==> src/rtl/hazard_pkg.sv <==
// Shared types and constants for the hazard controller.
// The HAZARD_PERF_EN macro enables the performance counters in hazard_ctrl.
package hazard_pkg;

  localparam int CNT_W = 32;

  typedef enum logic {
    HZ_RUN   = 1'b0,
    HZ_SLEEP = 1'b1
  } hazard_state_e;

  // True when the ID instruction needs the result of a load still in EX.
  function automatic logic load_use_hazard(
    input logic       ex_mem_read,
    input logic [4:0] ex_rd,
    input logic       use_rs1,
    input logic [4:0] rs1,
    input logic       use_rs2,
    input logic [4:0] rs2
  );
    return ex_mem_read && (ex_rd != 5'd0) &&
           ((use_rs1 && (rs1 == ex_rd)) || (use_rs2 && (rs2 == ex_rd)));
  endfunction

endpackage

==> src/rtl/hazard_perf_cnt.sv <==
// Single saturating event counter with enable and synchronous reset.
// Only instantiated when HAZARD_PERF_EN is defined.
module hazard_perf_cnt
  import hazard_pkg::*;
(
  input  logic             clk,
  input  logic             rst,
  input  logic             en_i,
  output logic [CNT_W-1:0] cnt_o
);

  logic [CNT_W-1:0] cnt_q, cnt_d;

  // Sticks at all-ones instead of wrapping.
  always_comb begin
    cnt_d = cnt_q;
    if (en_i && (cnt_q != {CNT_W{1'b1}})) begin
      cnt_d = cnt_q + 1'b1;
    end
  end

  always_ff @(posedge clk) begin
    if (rst) begin
      cnt_q <= '0;
    end else begin
      cnt_q <= cnt_d;
    end
  end

  assign cnt_o = cnt_q;

endmodule

==> src/rtl/hazard_ctrl.sv <==
// Pipeline hazard controller: load-use stall, redirect flush and WFI sleep.
// Define HAZARD_PERF_EN to build the stall/flush performance counters.
module hazard_ctrl
  import hazard_pkg::*;
(
  input  logic             clk,
  input  logic             rst,
  input  logic             IF_DONE,
  input  logic             MEM_DONE,
  input  logic [4:0]       ID_rs1,
  input  logic [4:0]       ID_rs2,
  input  logic             ID_use_rs1,
  input  logic             ID_use_rs2,
  input  logic             EX_memRead,
  input  logic [4:0]       EX_rd,
  input  logic             EX_redirect,
  input  logic             EX_WFI,
  input  logic             irq_pending,
  output logic             pc_stall,
  output logic             IFID_stall,
  output logic             IFID_flush,
  output logic             IDEX_flush,
  output logic             sleeping,
  output logic [CNT_W-1:0] perf_stall_cnt,
  output logic [CNT_W-1:0] perf_flush_cnt
);

  // Handshake: the whole pipeline moves only when both fetch and memory
  // report done in the same cycle; otherwise every register here holds.
  hazard_state_e state_q, state_d;
  logic          advance;
  logic          load_use;

  assign advance  = IF_DONE && MEM_DONE;
  assign load_use = load_use_hazard(EX_memRead, EX_rd, ID_use_rs1, ID_rs1,
                                    ID_use_rs2, ID_rs2);

  // Redirect beats load-use; sleep overrides everything; reset forces all 0.
  always_comb begin
    pc_stall   = 1'b0;
    IFID_stall = 1'b0;
    IFID_flush = 1'b0;
    IDEX_flush = 1'b0;
    if (!rst) begin
      if (state_q == HZ_SLEEP) begin
        pc_stall   = 1'b1;
        IFID_stall = 1'b1;
        IDEX_flush = 1'b1;
      end else if (EX_redirect) begin
        IFID_flush = 1'b1;
        IDEX_flush = 1'b1;
      end else if (load_use) begin
        pc_stall   = 1'b1;
        IFID_stall = 1'b1;
        IDEX_flush = 1'b1;
      end
    end
  end

  always_comb begin
    state_d = state_q;
    case (state_q)
      HZ_RUN: begin
        // A pending interrupt turns WFI into a NOP.
        if (EX_WFI && !EX_redirect && !irq_pending) state_d = HZ_SLEEP;
      end
      HZ_SLEEP: begin
        if (irq_pending) state_d = HZ_RUN;
      end
      default: state_d = HZ_RUN;
    endcase
  end

  always_ff @(posedge clk) begin
    if (rst) begin
      state_q <= HZ_RUN;
    end else if (advance) begin
      state_q <= state_d;
    end
  end

  assign sleeping = (state_q == HZ_SLEEP);

`ifdef HAZARD_PERF_EN
  logic stall_en;
  logic flush_en;

  assign stall_en = advance && pc_stall;
  assign flush_en = advance && EX_redirect && (state_q == HZ_RUN);

  hazard_perf_cnt u_stall_cnt (
    .clk   (clk),
    .rst   (rst),
    .en_i  (stall_en),
    .cnt_o (perf_stall_cnt)
  );

  hazard_perf_cnt u_flush_cnt (
    .clk   (clk),
    .rst   (rst),
    .en_i  (flush_en),
    .cnt_o (perf_flush_cnt)
  );
`else
  assign perf_stall_cnt = '0;
  assign perf_flush_cnt = '0;
`endif

endmodule

==> config.mk <==
export PLATFORM = sky130hd
export DESIGN_NAME = hazard_ctrl
export DESIGN_NICKNAME = d
export VERILOG_FILES = /design/src/rtl/hazard_pkg.sv /design/src/rtl/hazard_perf_cnt.sv /design/src/rtl/hazard_ctrl.sv
export SDC_FILE = /design/constraint.sdc
export NUM_CORES = 1
export LEC_CHECK = 0
export ABC_AREA = 1
export BUFFER_PORTS_ARGS = -buffer_cell sky130_fd_sc_hd__buf_2
export CAP_MARGIN = 30
export CORE_UTILIZATION = 25
export DETAILED_ROUTE_END_ITERATION = 10
export PLACE_DENSITY = 0.67
export SETUP_SLACK_MARGIN = 0.1
export SYNTH_ARGS = -nofsm -noshare
export SYNTH_HDL_FRONTEND = slang
export SYNTH_SLANG_ARGS = --single-unit
==> constraint.sdc <==
create_clock -name clk -period 1.4 [get_ports clk]
set_clock_uncertainty 0.15 [all_clocks]
set_input_delay 0.21 -clock clk [delete_from_list [all_inputs] [get_ports clk]]
set_output_delay 0.21 -clock clk [all_outputs]
set_load 0.03 [all_outputs]
==> impl_metrics.sql, run 1 <==
INSERT INTO impl_metrics (metric_group, metric, value, unit) VALUES
('status', 'run_status', 'finished, violations left', ''),
('status', 'failing_checks', 'negative setup slack', ''),
('critical_path', 'required_worst_endpoint', '1.04', 'ns'),
('logic_synthesis', 'synth-seq-area-share', '2.50', '%'),
('floorplan', 'design.portCount', '94', ''),
('logic_synthesis', 'synth_area_leaders', 'sky130_fd_sc_hd__buf_4, sky130_fd_sc_hd__nand2_1, sky130_fd_sc_hd__inv_1', ''),
('logic_synthesis', 'syn_inst', '135', ''),
('logic_synthesis', 'synth_xor_xnor_area_share', '0', '%'),
('logic_synthesis', 'main_combinational_cell_family_by_area_after_synthesis', 'buffers and inverters', ''),
('run', 'max-cap-violations', '0', ''),
('critical_path', 'critical_path.max_fanout', '2', ''),
('floorplan', 'placementRows', '20', ''),
('global_route', 'grt_util_all_layers', '5.97', '%'),
('clocking', 'clk_transition_reported_paths', '0', 'ns'),
('routing', 'num_vias', '643', ''),
('pwr', 'power_density', '466', 'nW/um2'),
('global_route', 'grt_start_max_net_pins', '5', ''),
('floorplan', 'core', '3050', 'um2'),
('min_path', 'holdCritPathClass', 'in -> reg', ''),
('place', 'dp_slack', '-0.191', 'ns'),
('pwr', 'leak', '0.573', 'nW'),
('global_route', 'grt-ovfl-total', '0', ''),
('routing', 'drtPass1Iterations', '4', ''),
('routing', 'wl_met3', '172', 'um'),
('cells_and_area', 'antenna_cells', '0', ''),
('critical_path', 'setup.worst_path.class', 'in -> out', ''),
('place', 'dp_hpwl', '1160', 'um'),
('routing', 'drt-met1-wl', '390', 'um'),
('routing', 'wl_met2', '692', 'um'),
('pwr', 'vdd_ir_drop_max', '0.118', 'mV'),
('timing', 'fin_ws', '-0.0981', 'ns'),
('routing', 'routed_wire_length_per_instance', '6.09', 'um'),
('place', 'io_buffer_count', '29', ''),
('routing', 'drc_viols', '0', ''),
('cells_and_area', 'largest_register_ffs', '1', ''),
('critical_path', 'timing.critical_path.arrival', '1.14', 'ns'),
('cells_and_area', 'final_common_cell', 'sky130_fd_sc_hd__conb_1', ''),
('clocking', 'cts_setup_buffers', '0', ''),
('logic_synthesis', 'post_synth_num_cell_types', '15', ''),
('timing', 'number_of_pins_exceeding_their_max_slew_limit_in_the_final_report', '0', ''),
('logic_synthesis', 'synth_compound_area_share', '3.91', '%'),
('timing', 'setup_repair_after_global_routing_missed_its_margin', 'true', ''),
('critical_path', 'critical_path.endpoint_type', 'output port', ''),
('floorplan', 'vertical_die_dimension', '58.6', 'um'),
('cells_and_area', 'final_layout_size_suffix_gt1_share', '33.3', '%'),
('timing', 'finalWorstPathRequiredPeriod', '1.50', 'ns'),
('logic_synthesis', 'synthesized_area_fraction_occupied_by_and_or_nand_nor_cells', '23.6', '%'),
('timing', 'finalSetupViolations', '3', ''),
('global_route', 'grt_antenna_before_repair', '0', ''),
('timing', 'hold-worst-slack', '0.263', 'ns'),
('cells_and_area', 'layout.cells.most_common_list', 'sky130_fd_sc_hd__conb_1, sky130_fd_sc_hd__nand2_1, sky130_fd_sc_hd__buf_2', ''),
('min_path', 'worst_hold_startpoint', 'irq_pending', ''),
('logic_synthesis', 'yosys-mux-area-fraction', '0', '%'),
('routing', 'highest-signal-layer', 'met3', ''),
('timing', 'timing.final.crit_share', '107', '%'),
('routing', 'drt_wl_total', '1260', 'um'),
('global_route', 'wire_length_of_the_first_global_routing_pass', '1700', 'um'),
('floorplan', 'floorplan.initialDensity', '26.2', '%'),
('logic_synthesis', 'netlist_area', '800', 'um2'),
('routing', 'antenna_left', '0', ''),
('global_route', 'number_of_global_route_vias_before_repair', '437', ''),
('cells_and_area', 'finish.net_count', '189', ''),
('floorplan', 'die_x', '58.6', 'um'),
('cells_and_area', 'area_growth_syn_to_layout', '12.8', '%'),
('timing', 'hold_viol_final', '0', ''),
('routing', 'via_per_inst', '3.12', ''),
('critical_path', 'worst_setup_path_start_kind', 'input port', ''),
('logic_synthesis', 'synth.ff_latch_count', '1', ''),
('logic_synthesis', 'synth.avg_cell_area', '5.92', 'um2'),
('critical_path', 'startpoint', 'ID_rs1[4]', ''),
('logic_synthesis', 'post-synth-top-area-fraction', '61.0', '%'),
('critical_path', 'regToRegStartpoint', 'sleeping', ''),
('critical_path', 'r2r_setup_slack', '0.44', 'ns'),
('clocking', 'worstSkewPairLatency', '0', 'ns'),
('logic_synthesis', 'synth_fa_ha_area_share', '0', '%'),
('timing', 'maxClockFrequency', '0.668', 'GHz'),
('routing', 'drt-initial-drc-count', '9', ''),
('logic_synthesis', 'ys.warnings.count', '0', ''),
('place', 'place.gp.congestion', '0.832', ''),
('floorplan', 'design.die.area', '3430', 'um2'),
('logic_synthesis', 'yosysTopAreaCell', 'sky130_fd_sc_hd__buf_4', '');
critical path, cell delays in order:
cell and delay (ns):
sky130_fd_sc_hd__buf_2 0.10, sky130_fd_sc_hd__inv_2 0.03, sky130_fd_sc_hd__nand2_2 0.04, sky130_fd_sc_hd__nand2_2 0.05, sky130_fd_sc_hd__nor2_1 0.10, sky130_fd_sc_hd__nand3_1 0.10, sky130_fd_sc_hd__nand2_2 0.09, sky130_fd_sc_hd__nand3_2 0.08
sky130_fd_sc_hd__a21oi_4 0.18, sky130_fd_sc_hd__buf_6 0.15
metrics by stage:
step,setup TNS (ns),power [mW],area [um2],utilization (%),std cells
after floorplan,-0.0548,0.464,1090,-,198
after global placement,-0.514,0.383,795,26.0,206
after detailed placement,-0.529,0.385,795,26.0,206
after CTS,-0.206,0.403,856,28.0,206
after global routing,-0.457,0.447,902,29.5,206
final,-0.227,0.420,902,29.5,206
cell type report:
cell class / count / area [um2]
flip-flops and latches: 1 / 21.3
fillers: 359 / 2150
well taps: 44 / 55.1
repair buffers: 29 / 225
inverters: 18 / 92.6
multi-input cells: 114 / 508
final timing paths:
path	to	depth (start not counted)
worst max register to register	sleeping	2
worst min-delay path	sleeping	2
worst min register to register	sleeping	2
worst max-delay path	pc_stall	10
power by group:
part	leakage, nW	internal, mW	switching, mW
Sequential	0.00859	0.0302	0.00100
Clock	0	0	0
Combinational	0.564	0.0801	0.309
Total	0.573	0.110	0.310
cells in the mapped netlist:
cell and number:
sky130_fd_sc_hd__inv_1 12, sky130_fd_sc_hd__conb_1 1, sky130_fd_sc_hd__nand3_1 3, sky130_fd_sc_hd__a21oi_2 2, sky130_fd_sc_hd__inv_2 6, sky130_fd_sc_hd__nor3_1 1
sky130_fd_sc_hd__nand4_1 1, sky130_fd_sc_hd__dfxtp_1 1, sky130_fd_sc_hd__nand2_2 1, sky130_fd_sc_hd__buf_4 65, sky130_fd_sc_hd__nand3_2 1, sky130_fd_sc_hd__a221oi_1 1
sky130_fd_sc_hd__nor2_1 9, sky130_fd_sc_hd__nand2_1 30, sky130_fd_sc_hd__o21ai_0 1
timing repair:
item                                    CTS  global route
pin swaps                                11            13
hold buffers                              0             0
endpoints found under the setup margin    3             3
resized for setup                        19            16
cells by family (layout without fill, tap and decap cells):
kind of cell / count (synthesis) / in the layout
compound gates: 4 / 4
simple gates: 46 / 46
other cells: 1 / 64
buf+inv: 83 / 47
flops: 1 / 1
routing by layer:
layer  track usage [%]  vias to the layer above
li1                  -                      325
met1              6.75                      270
met2              11.7                       48
met3              1.76                        0
met4                 0                        0
met5                 0                        -
No activity file was read; power rests on OpenSTA's default activity.
==> run 2: changes to the inputs <==
CORE_ASPECT_RATIO = 0.5   (was unset)
SLEW_MARGIN = 30   (was unset)
==> run 2 against run 1 <==
Net effect: the flow still finishes with violations (negative setup slack); power grew 3.2%; flip-flop and latch count stayed put; wire length increased by 7.2%; final cell count fell by 1.5%; fmax decreased by 0.33%; sequential power about the same; hold slack got worse by 0.0043 ns; via count increased by 0.78%.
==> impl_metrics.sql, run 2 (same netlist as run 1, synthesis figures left out) <==
INSERT INTO impl_metrics (metric_group, metric, value, unit) VALUES
('pwr', 'power_density', '466', 'nW/um2'),
('clocking', 'cts_hold_repair.buffers', '0', ''),
('min_path', 'worst_hold_startpoint', 'irq_pending', ''),
('pwr', 'sequentialPowerShare', '7.2', '%'),
('global_route', 'grt_start_max_net_pins', '5', ''),
('critical_path', 'critical_path.max_fanout', '3', ''),
('pwr', 'power.total', '0.434', 'mW'),
('clocking', 'worstSkewPairLatency', '0', 'ns'),
('routing', 'drc_viols', '0', ''),
('floorplan', 'die_x', '82.0', 'um'),
('floorplan', 'vertical_die_dimension', '42.0', 'um'),
('floorplan', 'design.portCount', '94', ''),
('min_path', 'min_delay_path_depth', '2', ''),
('routing', 'via_per_inst', '3.19', ''),
('floorplan', 'placementRows', '14', ''),
('min_path', 'holdCritPathClass', 'in -> reg', ''),
('timing', 'maxClockFrequency', '0.665', 'GHz'),
('timing', 'number_of_pins_exceeding_their_max_slew_limit_in_the_final_report', '0', ''),
('place', 'io_buffer_count', '29', ''),
('routing', 'wl_met3', '120', 'um'),
('routing', 'antenna_left', '0', ''),
('timing', 'timing.final.crit_share', '107', '%'),
('cells_and_area', 'largest_register_ffs', '1', ''),
('global_route', 'grt-ovfl-total', '0', ''),
('clocking', 'clk_transition_reported_paths', '0', 'ns'),
('place', 'placed_instances', '202', ''),
('timing', 'finalSetupViolations', '3', ''),
('routing', 'highest-signal-layer', 'met3', ''),
('cells_and_area', 'layout.cells.most_common_list', 'sky130_fd_sc_hd__conb_1, sky130_fd_sc_hd__nand2_1, sky130_fd_sc_hd__buf_2', ''),
('run', 'max-cap-violations', '0', ''),
('global_route', 'wire_length_of_the_first_global_routing_pass', '1740', 'um'),
('timing', 'setup_repair_after_global_routing_missed_its_margin', 'true', ''),
('pwr', 'power_frac_comb', '92.8', '%'),
('routing', 'drt_wl_total', '1350', 'um'),
('cells_and_area', 'finish.net_count', '190', ''),
('pwr', 'power.internal', '0.118', 'mW'),
('routing', 'wl_met2', '810', 'um'),
('routing', 'drt-met1-wl', '414', 'um'),
('critical_path', 'setup.worst_path.class', 'in -> out', ''),
('floorplan', 'design.die.area', '3440', 'um2'),
('routing', 'drtPass1Iterations', '4', ''),
('timing', 'fin_ws', '-0.103', 'ns'),
('critical_path', 'required_worst_endpoint', '1.04', 'ns'),
('status', 'run_status', 'finished, violations left', ''),
('critical_path', 'r2r_setup_slack', '0.46', 'ns'),
('routing', 'drt-initial-drc-count', '15', ''),
('global_route', 'grt_util_all_layers', '6.09', '%'),
('routing', 'num_vias', '648', ''),
('timing', 'hold_viol_final', '0', ''),
('place', 'place.gp.congestion', '0.753', ''),
('cells_and_area', 'fillCellCount', '333', ''),
('critical_path', 'critical_path.endpoint_type', 'output port', ''),
('critical_path', 'worst_reg2reg_path_depth', '2', ''),
('critical_path', 'regToRegStartpoint', 'sleeping', ''),
('status', 'failing_checks', 'negative setup slack', ''),
('floorplan', 'floorplan.initialDensity', '26.4', '%'),
('cells_and_area', 'antenna_cells', '0', ''),
('cells_and_area', 'final_layout_size_suffix_gt1_share', '35.6', '%'),
('critical_path', 'r2r-end', 'sleeping', ''),
('pwr', 'vdd_ir_drop_max', '0.125', 'mV'),
('critical_path', 'timing.critical_path.arrival', '1.14', 'ns'),
('global_route', 'number_of_global_route_vias_before_repair', '453', ''),
('cells_and_area', 'final_common_cell', 'sky130_fd_sc_hd__conb_1', ''),
('timing', 'finalWorstPathRequiredPeriod', '1.50', 'ns'),
('cells_and_area', 'area_growth_syn_to_layout', '16.4', '%'),
('global_route', 'grt_antenna_before_repair', '0', ''),
('pwr', 'leak', '0.584', 'nW'),
('critical_path', 'worst_setup_path_start_kind', 'input port', ''),
('pwr', 'sw_frac_of_total', '72.9', '%'),
('min_path', 'worstHoldEndpoint', 'sleeping', ''),
('place', 'dp_hpwl', '1090', 'um'),
('routing', 'routed_wire_length_per_instance', '6.63', 'um'),
('cells_and_area', 'stdcell_count', '203', ''),
('pwr', 'power.switching', '0.316', 'mW'),
('floorplan', 'core', '3030', 'um2'),
('pwr', 'p_clk_share', '0', '%');
[run 2: per-layer routing]
metal | up-vias | track usage [%]
met5 | - | 0
met4 | 0 | 0
met3 | 0 | 0.652
met2 | 37 | 13.4
met1 | 283 | 6.32
li1 | 328 | -
[run 2: cell type report]
| class | instances | area [um2] | area share (%) |
|---|---|---|---|
| Multi-Input combinational cell | 114 | 523 | 56.2 |
| Tap cell | 40 | 50.0 | 5.38 |
| Timing Repair Buffer | 30 | 244 | 26.2 |
| Inverter | 18 | 92.6 | 9.95 |
| Sequential cell | 1 | 21.3 | 2.28 |
[run 2: repair_timing]
item	4_1_cts	5_1_grt
endpoints found under the setup margin	3	3
pin swaps	12	12
buffers inserted	0	1
gates resized for setup	26	14
[run 2: power groups by stage]
stage / Sequential (mW) / Combinational, mW / Clock [mW]
6_report: 0.0312 / 0.403 / 0
5_1_grt: 0.0314 / 0.428 / 0
4_1_cts: 0.0312 / 0.380 / 0
3_5_place_dp: 0.0312 / 0.353 / 0
3_3_place_gp: 0.0311 / 0.351 / 0
2_1_floorplan: 0.0329 / 0.431 / 0
[run 2: critical path, cell delays in order]
cell and delay [ns]:
sky130_fd_sc_hd__buf_8 0.08, sky130_fd_sc_hd__inv_4 0.03, sky130_fd_sc_hd__nand2_2 0.06, sky130_fd_sc_hd__nand2_2 0.05, sky130_fd_sc_hd__nor2_2 0.11, sky130_fd_sc_hd__nand3_1 0.10, sky130_fd_sc_hd__nand2_2 0.08, sky130_fd_sc_hd__nand3_2 0.09
sky130_fd_sc_hd__a21oi_4 0.18, sky130_fd_sc_hd__buf_6 0.15
[run 2: how the worst max path moves through the flow]
stage	slack [ns]	endpoint	from
floorplan	-0.05	pc_stall	ID_rs1[2]
global placement	-0.18	IFID_stall	EX_rd[3]
detailed placement	-0.23	IFID_stall	EX_rd[3]
CTS	-0.08	pc_stall	EX_rd[2]
global route	-0.17	pc_stall	EX_rd[3]
finish	-0.10	pc_stall	EX_rd[1]
[run 2: per-stage QoR]
stage	util, %	cell area (um2)	hold WS (ns)	TNS, ns	setup WS [ns]
after floorplan	-	1090	0.131	-0.0548	-0.0548
after global placement	26.1	790	0.255	-0.515	-0.183
after detailed placement	26.1	790	0.266	-0.623	-0.226
after CTS	29.1	881	0.266	-0.179	-0.0754
after global routing	30.7	931	0.275	-0.436	-0.167
final	30.7	931	0.259	-0.231	-0.103
==> run 3: changes to the inputs <==
PLACE_DENSITY = unset   (was 0.67)
clock period = 1.9 ns   (was 1.4 ns; I/O delays follow)
==> run 3 against run 2 <==
Net effect: core utilization is 6.2 points lower; setup slack better by 0.35 ns; largest cell class unchanged; critical path type unchanged; largest power group unchanged; the run ends with design-rule violations left; flip-flop and latch count stayed put; sequential share of layout area is 0.41 points higher; register-to-register slack better by 0.50 ns; hold slack better by 0.075 ns; wire length is 18% lower; sequential power is 27% lower.
==> impl_metrics.sql, run 3 (same netlist as run 1, synthesis figures left out) <==
INSERT INTO impl_metrics (metric_group, metric, value, unit) VALUES
('global_route', 'grt-ovfl-total', '0', ''),
('timing', 'hold_viol_final', '0', ''),
('critical_path', 'crit_path_max_incr_delay', '0.21', 'ns'),
('status', 'failing_checks', 'design-rule violations', ''),
('critical_path', 'worstSetupPathDepth', '10', ''),
('critical_path', 'regToRegStartpoint', 'sleeping', ''),
('place', 'place.gp.congestion', '0.852', ''),
('run', 'max-cap-violations', '0', ''),
('min_path', 'worst_hold_startpoint', 'irq_pending', ''),
('cells_and_area', 'largest_register_ffs', '1', ''),
('routing', 'antenna_left', '0', ''),
('floorplan', 'core', '3030', 'um2'),
('global_route', 'number_of_global_route_vias_before_repair', '434', ''),
('floorplan', 'floorplan.initialDensity', '26.4', '%'),
('pwr', 'power.total', '0.276', 'mW'),
('routing', 'via_per_inst', '3.05', ''),
('critical_path', 'r2r_setup_slack', '0.96', 'ns'),
('place', 'dp_slack', '0.234', 'ns'),
('clocking', 'worstSkewPairLatency', '0', 'ns'),
('routing', 'drt-initial-drc-count', '22', ''),
('critical_path', 'required_worst_endpoint', '1.46', 'ns'),
('floorplan', 'design.die.area', '3440', 'um2'),
('routing', 'drtPass1Iterations', '8', ''),
('floorplan', 'die_x', '82.0', 'um'),
('critical_path', 'r2r-end', 'sleeping', ''),
('clocking', 'cts_setup_buffers', '0', ''),
('clocking', 'ctsResizeCount', '0', ''),
('critical_path', 'crit_buf_inv', '3', ''),
('routing', 'routed_wire_length_per_instance', '5.48', 'um'),
('global_route', 'wire_length_of_the_first_global_routing_pass', '1480', 'um'),
('timing', 'maxClockFrequency', '0.607', 'GHz'),
('clocking', 'cts_hold_repair.buffers', '0', ''),
('timing', 'finalWorstPathRequiredPeriod', '1.65', 'ns'),
('cells_and_area', 'post-route-util', '24.5', '%'),
('pwr', 'power_density', '371', 'nW/um2'),
('min_path', 'worstHoldEndpoint', 'sleeping', ''),
('cells_and_area', 'layout.cells.most_common_list', 'sky130_fd_sc_hd__conb_1, sky130_fd_sc_hd__nand2_1, sky130_fd_sc_hd__buf_2', ''),
('critical_path', 'critical_path.endpoint_type', 'output port', ''),
('routing', 'drc_viols', '1', ''),
('cells_and_area', 'final_common_cell', 'sky130_fd_sc_hd__conb_1', ''),
('status', 'run_status', 'finished, violations left', ''),
('critical_path', 'critPathSlowestCell', 'sky130_fd_sc_hd__buf_2', ''),
('pwr', 'leak', '0.541', 'nW'),
('timing', 'fin_ws', '0.252', 'ns'),
('routing', 'num_vias', '617', ''),
('critical_path', 'timing.critical_path.arrival', '1.21', 'ns'),
('timing', 'number_of_pins_exceeding_their_max_slew_limit_in_the_final_report', '0', ''),
('timing', 'setup_repair_after_global_routing_missed_its_margin', 'false', ''),
('critical_path', 'path_delay_family', 'simple AND/OR/NAND/NOR gates', ''),
('cells_and_area', 'final_layout_size_suffix_gt1_share', '24.1', '%'),
('floorplan', 'placementRows', '14', ''),
('min_path', 'min_delay_path_depth', '2', ''),
('floorplan', 'design.portCount', '94', ''),
('critical_path', 'critical_path.max_fanout', '3', ''),
('cells_and_area', 'finish.net_count', '189', ''),
('timing', 'finalSetupViolations', '0', ''),
('critical_path', 'startpoint', 'EX_rd[1]', ''),
('global_route', 'grt_antenna_before_repair', '0', ''),
('place', 'dp_hpwl', '1070', 'um'),
('cells_and_area', 'area_growth_syn_to_layout', '-7.04', '%'),
('critical_path', 'worst_setup_path_start_kind', 'input port', ''),
('timing', 'timing.final.crit_share', '86.8', '%'),
('min_path', 'holdCritPathClass', 'in -> reg', ''),
('clocking', 'clk_transition_reported_paths', '0', 'ns'),
('timing', 'setup-tns-final', '0', 'ns'),
('pwr', 'vdd_ir_drop_max', '0.106', 'mV'),
('critical_path', 'timing.critical_path.cells', 'buf_2 -> inv_2 -> nand2_1 -> nand2_1 -> nor2_1 -> nand3_1 -> nand2_2 -> nand3_2 -> a21oi_2 -> buf_2', ''),
('floorplan', 'vertical_die_dimension', '42.0', 'um'),
('critical_path', 'worst_reg2reg_path_depth', '2', ''),
('place', 'io_buffer_count', '29', ''),
('cells_and_area', 'fillCellCount', '361', ''),
('critical_path', 'setup.worst_path.class', 'in -> out', ''),
('cells_and_area', 'antenna_cells', '0', ''),
('routing', 'drt_wl_total', '1110', 'um'),
('global_route', 'grt_util_all_layers', '5.12', '%'),
('global_route', 'grt_start_max_net_pins', '5', '');
## run 3: cell types whose count changed in the layout (fill, tap and decap cells not counted), moves of 3 or more
| cell | before | now |
|---|---|---|
| sky130_fd_sc_hd__buf_6 | 9 | 0 |
| sky130_fd_sc_hd__nand2_1 | 20 | 30 |
| sky130_fd_sc_hd__nand2_2 | 11 | 1 |
| sky130_fd_sc_hd__nor2_1 | 6 | 9 |
| sky130_fd_sc_hd__buf_2 | 17 | 29 |
## run 3: layer usage
metal / global-route usage, % / routed length, um / vias to the layer above
li1: - / - / 326
met1: 3.95 / 343 / 258
met2: 13.4 / 668 / 33
met3: 0 / 94 / 0
met4: 0 / 0 / 0
met5: 0 / 0 / -
## run 3: final cells by class
cell class / instances / area (um2) / area share (%)
Multi-Input combinational cell: 114 / 460 / 62.0
Timing Repair Buffer: 29 / 145 / 19.5
Inverter: 18 / 67.6 / 9.09
Tap cell: 40 / 50.0 / 6.73
Sequential cell: 1 / 20.0 / 2.69
## run 3: worst max-delay path by stage
stage	slack [ns]	end
after floorplan	0.17	pc_stall
after global routing	0.11	pc_stall
after global placement	0.25	IFID_stall
after detailed placement	0.23	IFID_stall
final	0.25	pc_stall
after CTS	0.23	IFID_stall
## run 3: stage by stage
step           hold WS, ns  cells  cell area, um2
3_3_place_gp         0.341    202             743
2_1_floorplan        0.214    198            1040
3_5_place_dp         0.340    202             743
5_1_grt              0.348    202             743
4_1_cts              0.339    202             743
6_report             0.334    202             743
## run 3: power by group
group	leakage [nW]	switching (mW)	internal (mW)
clock network	0	0	0
logic	0.533	0.216	0.0370
registers	0.00812	0.000667	0.0221
total	0.541	0.216	0.0591
